## src/rtl/elevator_scheduler_if.sv

```systemverilog
// elevator_scheduler_if: call/status bundle between the elevator scheduler and its user.
// Carries i_estop only when EMERGENCY_STOP_EN is defined.
interface elevator_scheduler_if #(
    parameter int FLOORS  = 4,
    parameter int FLOOR_W = 2
);
    logic [FLOORS-1:0]  i_call;
    logic [FLOOR_W-1:0] o_floor;
    logic               o_moving_up;
    logic               o_moving_down;
    logic               o_door_open;
    logic               o_green;
    logic               o_red;
    logic [FLOORS-1:0]  o_pending;
`ifdef EMERGENCY_STOP_EN
    logic               i_estop;
    modport master (output i_call, output i_estop, input o_floor, input o_moving_up,
                    input o_moving_down, input o_door_open, input o_green, input o_red, input o_pending);
    modport slave  (input i_call, input i_estop, output o_floor, output o_moving_up,
                    output o_moving_down, output o_door_open, output o_green, output o_red, output o_pending);
`else
    modport master (output i_call, input o_floor, input o_moving_up,
                    input o_moving_down, input o_door_open, input o_green, input o_red, input o_pending);
    modport slave  (input i_call, output o_floor, output o_moving_up,
                    output o_moving_down, output o_door_open, output o_green, output o_red, output o_pending);
`endif
endinterface

```

## src/rtl/elevator_scheduler.sv

```systemverilog
// elevator_scheduler: SCAN call scheduler owning floor position, motion and door commands.
// Defining EMERGENCY_STOP_EN adds i_estop, which freezes counters and departures.
module elevator_scheduler #(
    parameter int FLOORS     = 4,
    parameter int FLOOR_W    = 2,
    parameter int TRAVEL_CYC = 4,
    parameter int DOOR_CYC   = 3
) (
    input logic                  clk,
    input logic                  reset,
    elevator_scheduler_if.slave  bus
);
    localparam int CMAX = (TRAVEL_CYC > DOOR_CYC) ? TRAVEL_CYC : DOOR_CYC;
    localparam int CW   = $clog2(CMAX + 1);

    typedef enum logic [1:0] {IDLE, MOVE_UP, MOVE_DOWN, DOOR} state_t;

    state_t             r_state, w_nxt;
    logic [FLOOR_W-1:0] r_floor, w_floor_nxt;
    logic [FLOORS-1:0]  r_pending, w_pend_nxt;
    logic               r_dir_up, w_dir_nxt;
    logic [CW-1:0]      r_cnt, w_cnt_nxt;
    logic               r_moving_up, r_moving_down, r_door_open, r_green;
    logic               w_estop;
    logic [FLOORS-1:0]  w_req, w_here, w_below_m, w_above_m;
    logic               w_at, w_above, w_below;

`ifdef EMERGENCY_STOP_EN
    assign w_estop = bus.i_estop;
`else
    assign w_estop = 1'b0;
`endif

    assign w_req     = r_pending | bus.i_call;
    assign w_here    = FLOORS'(1) << r_floor;
    assign w_below_m = w_here - FLOORS'(1);
    assign w_above_m = ~(w_below_m | w_here);
    assign w_at      = |(w_req & w_here);
    assign w_above   = |(w_req & w_above_m);
    assign w_below   = |(w_req & w_below_m);

    // Calls always land in pending; only the bit of the floor whose door is open is dropped.
    always_comb begin
        w_nxt       = r_state;
        w_cnt_nxt   = r_cnt;
        w_floor_nxt = r_floor;
        w_dir_nxt   = r_dir_up;
        w_pend_nxt  = w_req;
        case (r_state)
            IDLE: begin
                if (!w_estop && w_at) begin
                    w_nxt      = DOOR;
                    w_cnt_nxt  = '0;
                    w_pend_nxt = w_req & ~w_here;
                end else if (!w_estop && w_above && (r_dir_up || !w_below)) begin
                    w_nxt     = MOVE_UP;
                    w_cnt_nxt = '0;
                    w_dir_nxt = 1'b1;
                end else if (!w_estop && w_below) begin
                    w_nxt     = MOVE_DOWN;
                    w_cnt_nxt = '0;
                    w_dir_nxt = 1'b0;
                end
            end
            MOVE_UP, MOVE_DOWN: begin
                if (!w_estop && r_cnt == CW'(TRAVEL_CYC - 1)) begin
                    w_nxt       = IDLE;
                    w_cnt_nxt   = '0;
                    w_floor_nxt = (r_state == MOVE_UP) ? r_floor + FLOOR_W'(1) : r_floor - FLOOR_W'(1);
                end else if (!w_estop) begin
                    w_cnt_nxt = r_cnt + CW'(1);
                end
            end
            DOOR: begin
                w_pend_nxt = w_req & ~w_here;
                if (!w_estop && w_at) begin
                    w_cnt_nxt = '0;
                end else if (!w_estop && r_cnt == CW'(DOOR_CYC - 1)) begin
                    w_nxt     = IDLE;
                    w_cnt_nxt = '0;
                end else if (!w_estop) begin
                    w_cnt_nxt = r_cnt + CW'(1);
                end
            end
        endcase
    end

    always_ff @(posedge clk) begin
        if (!reset) begin
            r_state       <= IDLE;
            r_floor       <= '0;
            r_pending     <= '0;
            r_dir_up      <= 1'b1;
            r_cnt         <= '0;
            r_moving_up   <= 1'b0;
            r_moving_down <= 1'b0;
            r_door_open   <= 1'b0;
            r_green       <= 1'b0;
        end else begin
            r_state       <= w_nxt;
            r_floor       <= w_floor_nxt;
            r_pending     <= w_pend_nxt;
            r_dir_up      <= w_dir_nxt;
            r_cnt         <= w_cnt_nxt;
            r_moving_up   <= w_nxt == MOVE_UP;
            r_moving_down <= w_nxt == MOVE_DOWN;
            r_door_open   <= w_nxt == DOOR;
            r_green       <= (w_nxt == DOOR) && !w_estop;
        end
    end

    assign bus.o_floor       = r_floor;
    assign bus.o_pending     = r_pending;
    assign bus.o_moving_up   = r_moving_up;
    assign bus.o_moving_down = r_moving_down;
    assign bus.o_door_open   = r_door_open;
    assign bus.o_green       = r_green;
    assign bus.o_red         = ~r_green;
endmodule

```

## src/flat_wrapper.sv

```systemverilog
// flat-port wrapper written by rule: the top's interface ports become plain ports
module elevator_scheduler_flat 
#(
    parameter int FLOORS     = 4,
    parameter int FLOOR_W    = 2,
    parameter int TRAVEL_CYC = 4,
    parameter int DOOR_CYC   = 3
)
  (clk, reset, bus_i_call, bus_o_floor, bus_o_moving_up, bus_o_moving_down, bus_o_door_open, bus_o_green, bus_o_red, bus_o_pending);
  elevator_scheduler_if #(.FLOORS(FLOORS), .FLOOR_W(FLOOR_W)) bus_i ();
  input logic clk;
  input logic reset;
  input wire logic [$bits(bus_i.i_call)-1:0] bus_i_call;
  output wire logic [$bits(bus_i.o_floor)-1:0] bus_o_floor;
  output wire logic [$bits(bus_i.o_moving_up)-1:0] bus_o_moving_up;
  output wire logic [$bits(bus_i.o_moving_down)-1:0] bus_o_moving_down;
  output wire logic [$bits(bus_i.o_door_open)-1:0] bus_o_door_open;
  output wire logic [$bits(bus_i.o_green)-1:0] bus_o_green;
  output wire logic [$bits(bus_i.o_red)-1:0] bus_o_red;
  output wire logic [$bits(bus_i.o_pending)-1:0] bus_o_pending;
  assign bus_i.i_call = bus_i_call;
  assign bus_o_floor = bus_i.o_floor;
  assign bus_o_moving_up = bus_i.o_moving_up;
  assign bus_o_moving_down = bus_i.o_moving_down;
  assign bus_o_door_open = bus_i.o_door_open;
  assign bus_o_green = bus_i.o_green;
  assign bus_o_red = bus_i.o_red;
  assign bus_o_pending = bus_i.o_pending;
  elevator_scheduler #(.FLOORS(FLOORS), .FLOOR_W(FLOOR_W), .TRAVEL_CYC(TRAVEL_CYC), .DOOR_CYC(DOOR_CYC)) u_core (.clk(clk), .reset(reset), .bus(bus_i));
endmodule
```

## config.mk

```make
export PLATFORM = sky130hd
export DESIGN_NAME = elevator_scheduler_flat
export DESIGN_NICKNAME = d
export VERILOG_FILES = /design/src/rtl/elevator_scheduler_if.sv /design/src/rtl/elevator_scheduler.sv /design/src/flat_wrapper.sv
export SDC_FILE = /design/constraint.sdc
export NUM_CORES = 1
export LEC_CHECK = 0
export ABC_AREA = 1
export BUFFER_PORTS_ARGS = -buffer_cell sky130_fd_sc_hd__buf_2
export CORE_MARGIN = 4
export CORE_UTILIZATION = 35
export DETAILED_ROUTE_END_ITERATION = 12
export PLACE_DENSITY_LB_ADDON = 0.3
export SLEW_MARGIN = 20
export SYNTH_ARGS = -nofsm -noshare
export SYNTH_HDL_FRONTEND = slang
export SYNTH_SLANG_ARGS = --single-unit
```

## constraint.sdc

```tcl
create_clock -name clk -period 4.25 [get_ports clk]
set_input_delay 0.2125 -clock clk [delete_from_list [all_inputs] [get_ports clk]]
set_output_delay 0.2125 -clock clk [all_outputs]
set_load 0.01 [all_outputs]
```

* Word-level counts from Yosys, hierarchy flattened
Index checks and enable logic that the tools add are counted.
** Cells by class
- Add/sub/neg operators :: 4
- Bitwise operators :: 10
- Shift-type cells :: 1
- Reductions and logical operators :: 11
- Eq/ne operators :: 9
- Muxes and demuxes :: 19
** Operators by type and width (count)
- $mux W3 :: 6
- $and A4 B4 Y4 :: 4
- $mux W2 :: 7
- $reduce_or A4 Y1 :: 3
- $pmux W3 S3 :: 1
- $eq A2 B2 Y1 const B :: 4
- $not A4 Y4 :: 2
- $or A4 B4 Y4 :: 2
- $pmux W4 S2 :: 1
- $eq A3 B2 Y1 const B :: 2
- $pmux W2 S3 :: 1
- $eq A2 B1 Y1 const B :: 2
- $mux W4 :: 1
- $ne A4 B1 Y1 const B :: 1
- $shl A1 B2 Y4 const A :: 1
- $sub A4 B1 Y4 const B :: 1
- $add A3 B1 Y3 const B :: 1
- $reduce_and A3 Y1 :: 1
- $add A2 B1 Y2 const B :: 1
- $logic_not A2 Y1 :: 1
- $mux W1 :: 2
- $not A1 Y1 :: 2
- $reduce_and A2 Y1 :: 1
- $reduce_bool A2 Y1 :: 1
- 5 further kinds :: 5
** Word-level totals
- Word-level logic and storage cells :: 62
- Register bits :: 15
- Output and inout bits :: 11

* Longest topological paths before layout
Gate-level depths: netlist of the first run.
- Depth after elaboration :: 11
- Gate-level depth with buffers :: 11

* Worst setup path before layout of the first run
No wires, ideal clock.
- Path type :: register to register
- From :: register u_core.r_state[0]
- To :: register u_core.r_moving_down (netlist: u_core.bus.o_moving_down)
- Clock period less this slack :: 1446 ps
- Slack :: 2804 ps
- Buffers on the path :: 0
- Stages on the path, launching flop included :: 10
- Required time :: 4187 ps
- Library setup time :: 63 ps
- Arrival time :: 1383 ps
- Cells stage by stage :: dfxtp_1 inv_1 ha_1 nand2_1 and2_1 nand2_2 nand2_1 nand2_1 nand3_1 nor2_2
** On the way
- Longest elaborated chain between the ends :: 5
- Elaborated cells on any way between the ends :: 13
- Classes of those cells :: eq/ne: 4; mux: 7; reduce/logical: 2
** Ends and longest elaborated chain
- start, declared :: RTL line elevator_scheduler.sv:18 : state_t r_state, w_nxt;
- start signal, assigned :: RTL line elevator_scheduler.sv:100 : r_state <= w_nxt;
- $mux W2 :: RTL line elevator_scheduler.sv:59 : end else if (!w_estop && w_below) begin
- $mux W2 :: RTL line elevator_scheduler.sv:55 : end else if (!w_estop && w_above && (r_dir_up || !w_below)) begin
- $mux W2 :: RTL line elevator_scheduler.sv:51 : if (!w_estop && w_at) begin
- $pmux W2 S3 (*) :: RTL line elevator_scheduler.sv:49 : case (r_state)
- $eq A2 B2 Y1 (*) :: RTL line elevator_scheduler.sv:106 : r_moving_down <= w_nxt == MOVE_DOWN;
- end signal, assigned :: RTL line elevator_scheduler.sv:96 : r_moving_down <= 1'b0;
- end signal, assigned :: RTL line elevator_scheduler.sv:106
- end, declared :: RTL line elevator_scheduler.sv:23 : logic r_moving_up, r_moving_down, r_door_open, r_green;
Every way passes the cells marked *; elsewhere a longest branch is shown, timed or not.
A chain may end at the register's enable or synchronous reset.

* Worst setup path after layout of the first run
Ends and elaborated chain as after synthesis.

==> results of run 1 <==
-- layer usage --
layer	up-vias	global-route usage [%]	part of all wire [%]
met3	4	3.89	4.7
li1	484	-	-
met1	414	16.0	48
met5	-	0	0
met2	17	19.4	46
met4	0	4.75	1.4
-- cell type report --
class,count,area share (%)
Multi-Input combinational cell,100,50.6
Sequential cell,15,27.9
Inverter,23,8.03
Timing Repair Buffer,16,7.45
Tap cell,30,3.49
Clock buffer,4,2.44
-- stage by stage --
step           hold slack (ns)  util, %  power (uW)  setup WS (ns)  instance area [um^2]
6_report                 0.215     42.6         546           2.64                  1070
5_1_grt                  0.215     42.6         602           2.44                  1070
4_1_cts                  0.216     42.6         556           2.61                  1070
3_5_place_dp             0.482     41.6         470           2.64                  1050
3_3_place_gp             0.465     41.6         465           2.71                  1050
2_1_floorplan            0.311        -         402           2.80                   938
-- cell families after synthesis --
family / share of synthesized area, %
simple gates: 38.8
compound gates: 9.87
flops: 32.0
buf+inv: 10.0
fa+ha+maj: 9.33
-- worst max-delay path by stage --
stage	start	endpoint	slack, ns
2_1_floorplan	u_core.r_state[0]	u_core.bus.o_moving_down	2.80
3_3_place_gp	u_core.r_state[1]	u_core.r_state[1]	2.71
3_5_place_dp	u_core.r_state[0]	u_core.bus.o_moving_down	2.64
4_1_cts	u_core.r_state[0]	u_core.bus.o_moving_down	2.61
5_1_grt	u_core.r_state[0]	u_core.bus.o_moving_down	2.44
6_report	u_core.r_state[0]	u_core.bus.o_moving_down	2.64
-- power by group through the flow --
stage,clock [uW],combinational [uW],sequential (uW)
detailed placement,0,265,205
global route,94.7,302,206
finish,84.0,262,201
global placement,0,263,202
CTS,88.7,266,201
floorplan,0,189,212
-- registers in the layout, summed over array words and instances, names as in the netlist --
signal and count:
u_core.bus.o_door_open 1, u_core.r_cnt 3, u_core.r_state 2, u_core.r_dir_up 1, u_core.bus.o_moving_down 1, u_core.bus.o_moving_up 1
u_core.bus.o_floor 2, u_core.bus.o_pending 4
-- synth_stat cells (all sizes together) --
| cell type | number | area share, % |
|---|---|---|
| dfxtp | 15 | 32 |
| o211ai | 1 | 0.80 |
| o21ai | 6 | 3.2 |
| clkinv | 1 | 0.40 |
| nand2 | 37 | 17 |
| inv | 22 | 8.8 |
| nor3 | 4 | 2.1 |
| a21oi | 11 | 5.9 |
| and2 | 1 | 0.67 |
| ha | 7 | 9.3 |
| nor2 | 19 | 10 |
| buf | 1 | 0.80 |
| nand4 | 2 | 1.3 |
| nand3 | 11 | 6.9 |
| nand3b | 1 | 0.80 |
-- cell usage in the layout, fill, tap and decap left out, types with 2 or more instances in the layout --
cell type,synthesis,routed
nand4_1,2,2
nor2_2,6,6
nor2_1,12,12
a21oi_1,11,11
o21ai_0,4,4
clkbuf_4,0,3
inv_2,3,3
nand2_2,8,8
nor3_1,4,4
dfxtp_1,15,15
nand3_1,9,9
inv_1,19,19
o21ai_1,2,2
buf_2,0,16
nand2_1,29,29
nand3_2,2,2
ha_1,7,7
-- critical path, stage by stage (launching register included) --
cell     delay (ns)
dfxtp_1        0.43
inv_1          0.07
ha_1           0.39
nand2_1        0.09
and2_1         0.17
nand2_2        0.09
nand2_1        0.05
nand2_1        0.08
nand3_1        0.11
nor2_2         0.09
==> results.md, run 1 <==
- First-pass GRT wire length: 3.37 mm
- PD cells: 508 mW/mm^2
- Seq pwr share: 36.7%
- Hold Path Class: in2reg
- Synth warn: 0
- Layout area overhead: 14.5%
- Syn Area/Cell: approximately 6.8 um^2
- Dpl hpwl: 1.58 mm
- R2r endpoint: u_core.bus.o_moving_down
- CTS Root Cell: clkbuf_4
- Clock Skews: 0.00288 ns
- Site Rows: 18
- # setup viols final: 0
- Vias per Instance: 4.89
- Pleak: 0.000540 uW
- Fillcell total: ~280
- Cts bufs inserted: 3
- Worst reg2reg path depth: 9
- WP data arrival: ~1.8 ns
- Min-delay src: reset
- Fmax: 621 MHz
- Post-CTS Hold Buffers: 0
- Placed insts: between 150 and 200
- Setup TNS: 0 ns
- FF+latch area: 300 um^2
- Final antenna-violating net count: 0
- Multi-input gate area: between 500 and 600 um^2
- Crit end category: register
- Register area share after synthesis: around a third
- Vias post-DR: 919
- Max Root-Sink Buffers: 2
- Final WL: slightly below 2 mm
- Max_cap viols: 0
- Crit path kind: reg2reg
- Die area: about 0.0036 mm^2
- Ant diodes: 0
- Status: finished, final reports clean
- Synthesized area: 938 um^2
- Number of global-route vias before repair: 797
- Nets: approximately 170
- GR Overflow Total: 0
- First-pass DRT Iterations: 4
- Peak VDD IR: 243 uV
- Fin crit share: 37.9%
- TritonCTS clock tree: done
- Clock share of power: 15.4%
- Initial antenna violation count: 0
- Switch share: 43.2%
- I/O pin count: 17
- Syn_nets: 152
- Final Critical Period: around 1.6 ns
- Total Routing Usage GR: approximately an eighth
- R2r setup slk: ~2.6 ns
- Gate Count Post-Synth: 139
- Max_slew headroom: roughly 80%
- Fraction of layout cells with a size suffix above 1: 24.7%
- H-tree levels: 1
- Postcts setup bufs: 0
- RSZ-0062 raised after global routing: no
- Measured slew at the worst slew-check pin: 0.294 ns
- Drt initial violations: 19
- Number of synthesized register bits: 15
- Non-Filler Instances: 188
- Routed WL per cell: 10.4 um
- GPL Wtd Cong: around 0.9
- Post-CTS sizing: 0
- Hold path cells: 2
- Final hold vios: 0
- Worst-path clk slew: about 0.09 ns
- Worst skew pair latency: 0.29 ns
- Final Slew Violations: 0
- Total internal power: between 300 and 400 uW
- Worst path required time: 4.49 ns
- Buffers on Ports: 16
- Worst reg2reg startpoint: u_core.r_state[0]
- CP startpoint kind: register
- Crit path max fanout: 7
- Initial core utilization: between 30% and 40%
- Die Width: 59.8 um
- Comb power frac: 47.9%
- DR DRC count: 0
- Clk sinks: 15
- Floorplan Core Area: 0.00252 mm^2
- Number of library cell types mapped by synthesis: 21
- Largest net degree at the start of global routing: 10
- Psw: 236 uW
- Hold Path End: u_core.r_dir_up
- Die outline height: 59.8 um
(Power assumes the default switching activity.)
==> run 2, diff against run 1 <==
clock period = 1.6 ns   (was 4.25 ns; I/O delays follow)
==> run 2 against run 1 <==
Compared with the run above: utilization increased by 1.1 points; power increased to 2.8 times the previous value; final area increased by 2.6%; highest routed layer unchanged; critical path depth unchanged; combinational power increased to 2.8 times the previous value; non-clock buffer count increased by 3; first-iteration DRC count decreased by 5.3%; die area unchanged; via count decreased by 3.9%.
==> results.md, run 2 (synthesis gave the netlist of run 1 again) <==
- Max_cap viols: 0 (unchanged)
- Total internal power: 871 uW (+180%)
- Max_slew headroom: 85.5% (+5.2 points)
- Fin crit share: 93.1% (+55 points)
- Cts bufs inserted: 3 (unchanged)
- Measured slew at the worst slew-check pin: 0.216 ns (-0.0779 ns)
- Fraction of layout cells with a size suffix above 1: 28.6% (+3.9 points)
- Worst path required time: 1.82 ns (-2.67 ns)
- WP data arrival: 1.71 ns (-0.13 ns)
- Max Root-Sink Buffers: 2 (unchanged)
- Final antenna-violating net count: 0 (unchanged)
- Buffers on Ports: 16 (unchanged)
- Switch share: 42.3% (-0.89 points)
- Commonest non-fill, non-tap cell in the layout: nand2_1
- Total Routing Usage GR: 12.9% (+0.45 points)
- Comb power frac: 49.4% (+1.5 points)
- Psw: 639 uW (+170%)
- Ant diodes: 0 (unchanged)
- First-pass GRT wire length: 3.45 mm (+2.5%)
- Final Critical Period: 1.49 ns (-0.120 ns)
- Final WL: 1.96 mm (+0.77%)
- Dpl hpwl: 1.59 mm (+0.55%)
- Placed insts: 187 (+1.6%)
- Final Slew Violations: 0 (unchanged)
- Hold Path Class: in2reg
- Hold WS: 0.0941 ns (-0.121 ns)
- Die Width: 59.8 um (unchanged)
- Fmax: 671 MHz (+8.1%)
- GR Overflow Total: 0 (unchanged)
- Number of flip-flops in the largest register: 4 (unchanged)
- Final worst setup slack: 0.111 ns (-2.53 ns)
- # setup viols final: 0 (unchanged)
- DR DRC count: 0 (unchanged)
- CP startpoint kind: register
- Number of global-route vias before repair: 853 (+7.0%)
- Routed WL per cell: 10.3 um (-0.81%)
- Status: finished, final reports clean
- Crit path kind: reg2reg
- CTS Root Cell: clkbuf_4
- Vias per Instance: 4.62 (-5.4%)
- Site Rows: 18 (unchanged)
- Final hold vios: 0 (unchanged)
- Setup TNS: 0 ns (unchanged)
- Nets: 175 (+1.7%)
- Largest net degree at the start of global routing: 9 (-1)
- Die outline height: 59.8 um (unchanged)
- Dpl ws: 0.0500 ns (-2.59 ns)
- Crit path max fanout: 6 (-1)
- Floorplan Core Area: 0.00252 mm^2 (unchanged)
- GPL Wtd Cong: 0.835 (-5.1%)
- Worst-path clk slew: 0.08 ns (about the same)
- Clk sinks: 15 (unchanged)
- Drt initial violations: 18 (-1)
- PD cells: 1370 mW/mm^2 (+170%)
- Die area: 0.00357 mm^2 (unchanged)
- Clock Skews: 0.0120 ns (+0.00910 ns)
- Clock share of power: 14.7% (-0.7 points)
- Pleak: 0.000557 uW (+3.0%)
- Vias post-DR: 883 (-3.9%)
- Initial core utilization: 37.2% (unchanged)
- H-tree levels: 1 (unchanged)
- Most frequent cells in the layout: nand2_1, inv_1, buf_2
- Seq pwr share: 35.9% (-0.8 points)
- Peak VDD IR: 634 uV (+160%)
- Fillcell total: 284 (unchanged)
- Layout area overhead: 17.5%
- Post-CTS Hold Buffers: 0 (unchanged)
- Initial antenna violation count: 0 (unchanged)
- First-pass DRT Iterations: 4 (unchanged)
- Non-Filler Instances: 191 (+1.6%)
- Crit end category: register
- I/O pin count: 17 (unchanged)
- TritonCTS clock tree: done
- Worst skew pair latency: 0.28 ns (about the same)
## run 2: cell count changes in the layout (fill, tap and decap cells not counted)
| cell | before | now |
|---|---|---|
| dfxtp_1 | 15 | 11 |
| o21ai_0 | 4 | 3 |
| buf_4 | 0 | 3 |
| dfxtp_2 | 0 | 4 |
| o21ai_1 | 2 | 3 |
## run 2: per-layer routing
metal | part of all wire (%) | wire [um] | vias to the layer above | global-route usage (%)
met5 | 0 | 0 | - | 0
met4 | 0.76 | 15 | 0 | 6.01
met3 | 4.8 | 95 | 2 | 2.16
met2 | 48 | 950 | 10 | 21.0
met1 | 46 | 902 | 388 | 16.5
li1 | - | - | 483 | -
## run 2: power groups by stage
stage | Sequential [uW] | Combinational, uW | Clock, uW
6_report | 542 | 746 | 222
5_1_grt | 557 | 855 | 258
2_1_floorplan | 564 | 503 | 0
4_1_cts | 536 | 752 | 232
3_3_place_gp | 539 | 738 | 0
3_5_place_dp | 544 | 750 | 0
## run 2: area by class of cell
class | count | area, um^2 | area share, %
clock buffer | 4 | 26.3 | 2.38
inverter | 23 | 86.3 | 7.83
multi-input combinational | 100 | 544 | 49.4
sequential | 15 | 305 | 27.7
tap | 30 | 37.5 | 3.41
timing repair buffer | 19 | 103 | 9.31
## run 2: through the flow
step / instance area (um^2) / utilization (%) / power (uW)
after floorplan: 938 / - / 1070
after CTS: 1100 / 43.5 / 1520
after global placement: 1070 / 42.5 / 1280
final: 1100 / 43.7 / 1510
after detailed placement: 1070 / 42.5 / 1290
after global routing: 1100 / 43.7 / 1670
## run 2: worst paths after layout
kind | startpoint | end | slack, ns | depth (start not counted)
setup reg to reg | u_core.r_state[0] | u_core.bus.o_moving_down | 0.11 | 9
hold reg to reg | u_core.r_dir_up | u_core.r_dir_up | 0.49 | 2
setup / recovery | u_core.r_state[0] | u_core.bus.o_moving_down | 0.11 | 9
hold / removal | reset | u_core.r_dir_up | 0.09 | 2
## run 2: timing repair
item | in CTS | in global routing
setup endpoints to repair | 0 | 8
resized for setup | 0 | 5
buffers inserted | 0 | 0
## run 2: critical path, stage by stage, from the launching register on
cell,delay [ns]
dfxtp_2,0.40
inv_1,0.06
ha_1,0.33
nand2_1,0.08
and2_1,0.16
nand2_2,0.09
nand2_1,0.05
nand2_1,0.07
nand3_1,0.11
nor2_2,0.09
==> run 3, diff against run 2 <==
ABC_AREA = unset   (was 1)
==> run 3 against run 2 <==
Compared with the run above: the run now ends with negative setup slack left; global-route usage grew 1.9 points; die area grew 0.92%; non-clock buffer count grew 16; sequential power shrank 7.0%; sequential share of layout area shrank 4.4 points; combinational power grew 9.5%; clock skew shrank 0.0084 ns; final area grew 21%; utilization grew 9.0 points; fmax shrank 11%; register-to-register slack lost 0.18 ns; critical path type unchanged; critical endpoint is now u_core.bus.o_moving_up; largest cell class unchanged.
==> results.md, run 3 <==
- Status: finished with violations
- Failing checks: negative setup slack
- Pleak: 0.000558 uW (+0.33%)
- Worst reg2reg path depth: 7 (-2)
- Crit path max fanout: 8 (+2)
- Max_cap viols: 0 (unchanged)
- Final Critical Period: 1.67 ns (+0.178 ns)
- WL met2: 1.21 mm (+28%)
- H-tree levels: 1 (unchanged)
- Dpl hpwl: 1.77 mm (+11%)
- I/O pin count: 17 (unchanged)
- Final Slew Violations: 0 (unchanged)
- Clk sinks: 15 (unchanged)
- Number of library cell types mapped by synthesis: 39 (+86%)
- EDFF count, synth: 0 (unchanged)
- Top cells by area, synth: dfxtp_1, ha_1, nor2_1, a21oi_1, inv_1
- Measured slew at the worst slew-check pin: 0.340 ns (+0.125 ns)
- Nets: 161 (-8.0%)
- CP Cell Sequence: buf_4 > buf_4 > o21bai_1 > o221ai_2 > nor2_1 > a211oi_4 > o2111a_1
- Worst-path clk slew: 0.09 ns (about the same)
- Hold WS: 0.103 ns (+0.00934 ns)
- Max_slew headroom: 77.3% (-8.2 points)
- Register area share after synthesis: 31.7% (-0.34 points)
- Layout area overhead: 40.1%
- GPL Wtd Cong: 0.835 (about the same)
- GR Overflow Total: 0 (unchanged)
- Hold Path End: u_core.bus.o_pending[2]
- Fin crit share: 104% (+11 points)
- Initial antenna violation count: 0 (unchanged)
- Top layer used by detailed routing: met4
- First-pass DRT Iterations: 4 (unchanged)
- Number of flip-flops in the largest register: 4 (unchanged)
- CP peak stage delay: 0.39 ns (about the same)
- Crit path kind: reg2reg
- Fraction of layout cells with a size suffix above 1: 42.9% (+14 points)
- Final antenna-violating net count: 0 (unchanged)
- Syn_nets: 124 (-18%)
- Hold Path Class: in2reg
- Vias post-DR: 909 (+2.9%)
- RSZ-0062 raised after global routing: yes
- PD cells: 1160 mW/mm^2 (-15%)
- Gate Count Post-Synth: 111 (-20%)
- Pwr Total: 1540 uW (+2.3%)
- Buffers on Ports: 16 (unchanged)
- Crit end category: register
- Most frequent cells in the layout: buf_4, buf_2, nor2_1
- Max Root-Sink Buffers: 2 (unchanged)
- Fillcell total: 232 (-18%)
- Worst path required time: 1.84 ns (+0.02 ns)
- # setup viols final: 5 (+5)
- R2r endpoint: u_core.bus.o_moving_up
- Routed WL per cell: 13.4 um (+31%)
- Top cell type's share of synthesized area: 31.7% (-0.34 points)
- Commonest cells in the netlist: dfxtp_1, nor2_1, inv_1, a21oi_1
- Site Rows: 18 (unchanged)
- Final hold vios: 0 (unchanged)
- Initial core utilization: 37.6% (+0.40 points)
- Number of global-route vias before repair: 893 (+4.7%)
- Syn Area/Cell: 8.54 um^2 (+27%)
- First-pass GRT wire length: 3.91 mm (+13%)
- TritonCTS clock tree: done
- Floorplan Core Area: 0.00252 mm^2 (unchanged)
- WP data arrival: 1.90 ns (+0.19 ns)
- Drt initial violations: 25 (+7)
- Fmax: 600 MHz (-11%)
- Hold path cells: 2 (unchanged)
- Final WL: 2.38 mm (+21%)
- Synth Flop Type: dfxtp_1
- Die Width: 60.1 um (+0.46%)
- Die outline height: 60.1 um (+0.46%)
- Setup TNS: -0.146 ns (-0.146 ns)
- Synthesized area: 948 um^2 (+1.1%)
- CTS Root Cell: clkbuf_4
- Total Routing Usage GR: 14.8% (+1.9 points)
- R2r setup slk: -0.07 ns (-0.18 ns)
- Min-delay src: reset
- Final worst setup slack: -0.0669 ns (-0.178 ns)
- Largest net degree at the start of global routing: 9 (unchanged)
- Peak VDD IR: 716 uV (+13%)
- Routed length on met3: 72 um (-24%)
- Met1 wire length: 1.04 mm (+16%)
- Worst skew pair latency: 0.29 ns (about the same)
- Async set-reset flop share out of synthesis: 0% (unchanged)
- Clock Skews: 0.00359 ns (-0.00838 ns)
- CP dominant cell by count: buf_4
- CP max stage cell: dfxtp_4
- Yosys top cell by area: dfxtp_1
- Ant diodes: 0 (unchanged)
- Post-CTS Hold Buffers: 0 (unchanged)
- Vias per Instance: 5.14 (+11%)
- DR DRC count: 0 (unchanged)
- Synth warn: 0 (unchanged)
- Multi-input gate area: 691 um^2 (+27%)
- Cts bufs inserted: 3 (unchanged)
- Worst reg2reg startpoint: u_core.bus.o_floor[0]
- Die area: 0.00361 mm^2 (+0.92%)
- Commonest non-fill, non-tap cell in the layout: buf_4
- FF+latch area: 309 um^2 (+1.2%)
- Number of synthesized register bits: 15 (unchanged)
- CP startpoint kind: register
## run 3: cell types whose count changed in the layout (fill, tap and decap cells not counted), moves of 3 or more
cell      change
a21oi_1       -4
inv_2         -3
dfxtp_2       -3
nand2_2       -6
nor2_1        +3
inv_1         -8
nor2_2        -6
o21bai_1      +3
nor4_2        +3
nand3_1       -9
nand2_1      -23
buf_4        +14
## run 3: how the worst max path moves through the flow
| stage | start | to | slack, ns | cells after the start |
|---|---|---|---|---|
| 3_3_place_gp | u_core.bus.o_floor[1] | u_core.bus.o_moving_up | -0.04 | 5 |
| 4_1_cts | u_core.bus.o_floor[0] | u_core.bus.o_moving_up | -0.06 | 5 |
| 6_report | u_core.bus.o_floor[0] | u_core.bus.o_moving_up | -0.07 | 7 |
| 5_1_grt | u_core.bus.o_floor[0] | u_core.r_state[0] | -0.14 | 6 |
| 3_5_place_dp | u_core.bus.o_floor[1] | u_core.bus.o_moving_up | -0.07 | 5 |
| 2_1_floorplan | u_core.bus.o_floor[0] | u_core.bus.o_moving_up | -0.007 | 6 |
## run 3: per-layer routing
layer | vias to the layer above | GRT usage, %
met5 | - | 0
met3 | 8 | 5.18
met2 | 18 | 24.1
met4 | 0 | 6.01
met1 | 411 | 17.5
li1 | 472 | -
## run 3: area by class of cell
class / count / area share (%)
clock buffer: 4 / 1.98
sequential: 15 / 23.3
inverter: 11 / 3.11
multi-input combinational: 82 / 52.0
timing repair buffer: 35 / 16.9
tap: 30 / 2.82
## run 3: through the flow
stage	util (%)	area [um^2]	worst slack [ns]	instances
3_3_place_gp	46.0	1160	-0.0424	168
3_5_place_dp	46.0	1160	-0.0679	168
2_1_floorplan	-	967	-0.00657	111
5_1_grt	52.7	1330	-0.135	177
6_report	52.7	1330	-0.0669	177
4_1_cts	49.1	1240	-0.0603	176
## run 3: where the power goes
| group | switching (uW) | internal (uW) | leakage [uW] |
|---|---|---|---|
| Sequential | 57.1 | 447 | 0.000125 |
| Clock | 126 | 96.9 | 0.0000150 |
| Combinational | 446 | 371 | 0.000419 |
| Total | 629 | 915 | 0.000558 |
## run 3: cell families after synthesis
logic type / Yosys count / share of synthesized area [%]
buffers and inverters: 14 / 7.52
AND/OR/NAND/NOR: 42 / 24.8
adder cells (fa/ha/maj): 7 / 9.23
AO/OA/AOI/OAI: 30 / 24.0
flip-flops: 15 / 31.7
XOR/XNOR: 3 / 2.77
## run 3: worst max-delay path: cells and delay by family (launching register included)
family          cells  cell delay, ns
simple gates        1            0.16
compound gates      4            0.80
buf+inv             2            0.27
flops               1            0.39
## run 3: what timing repair did
action	CTS	global route
pin swaps	5	6
resized for setup	5	16
endpoints found under the setup margin	8	10
buffers inserted	4	1
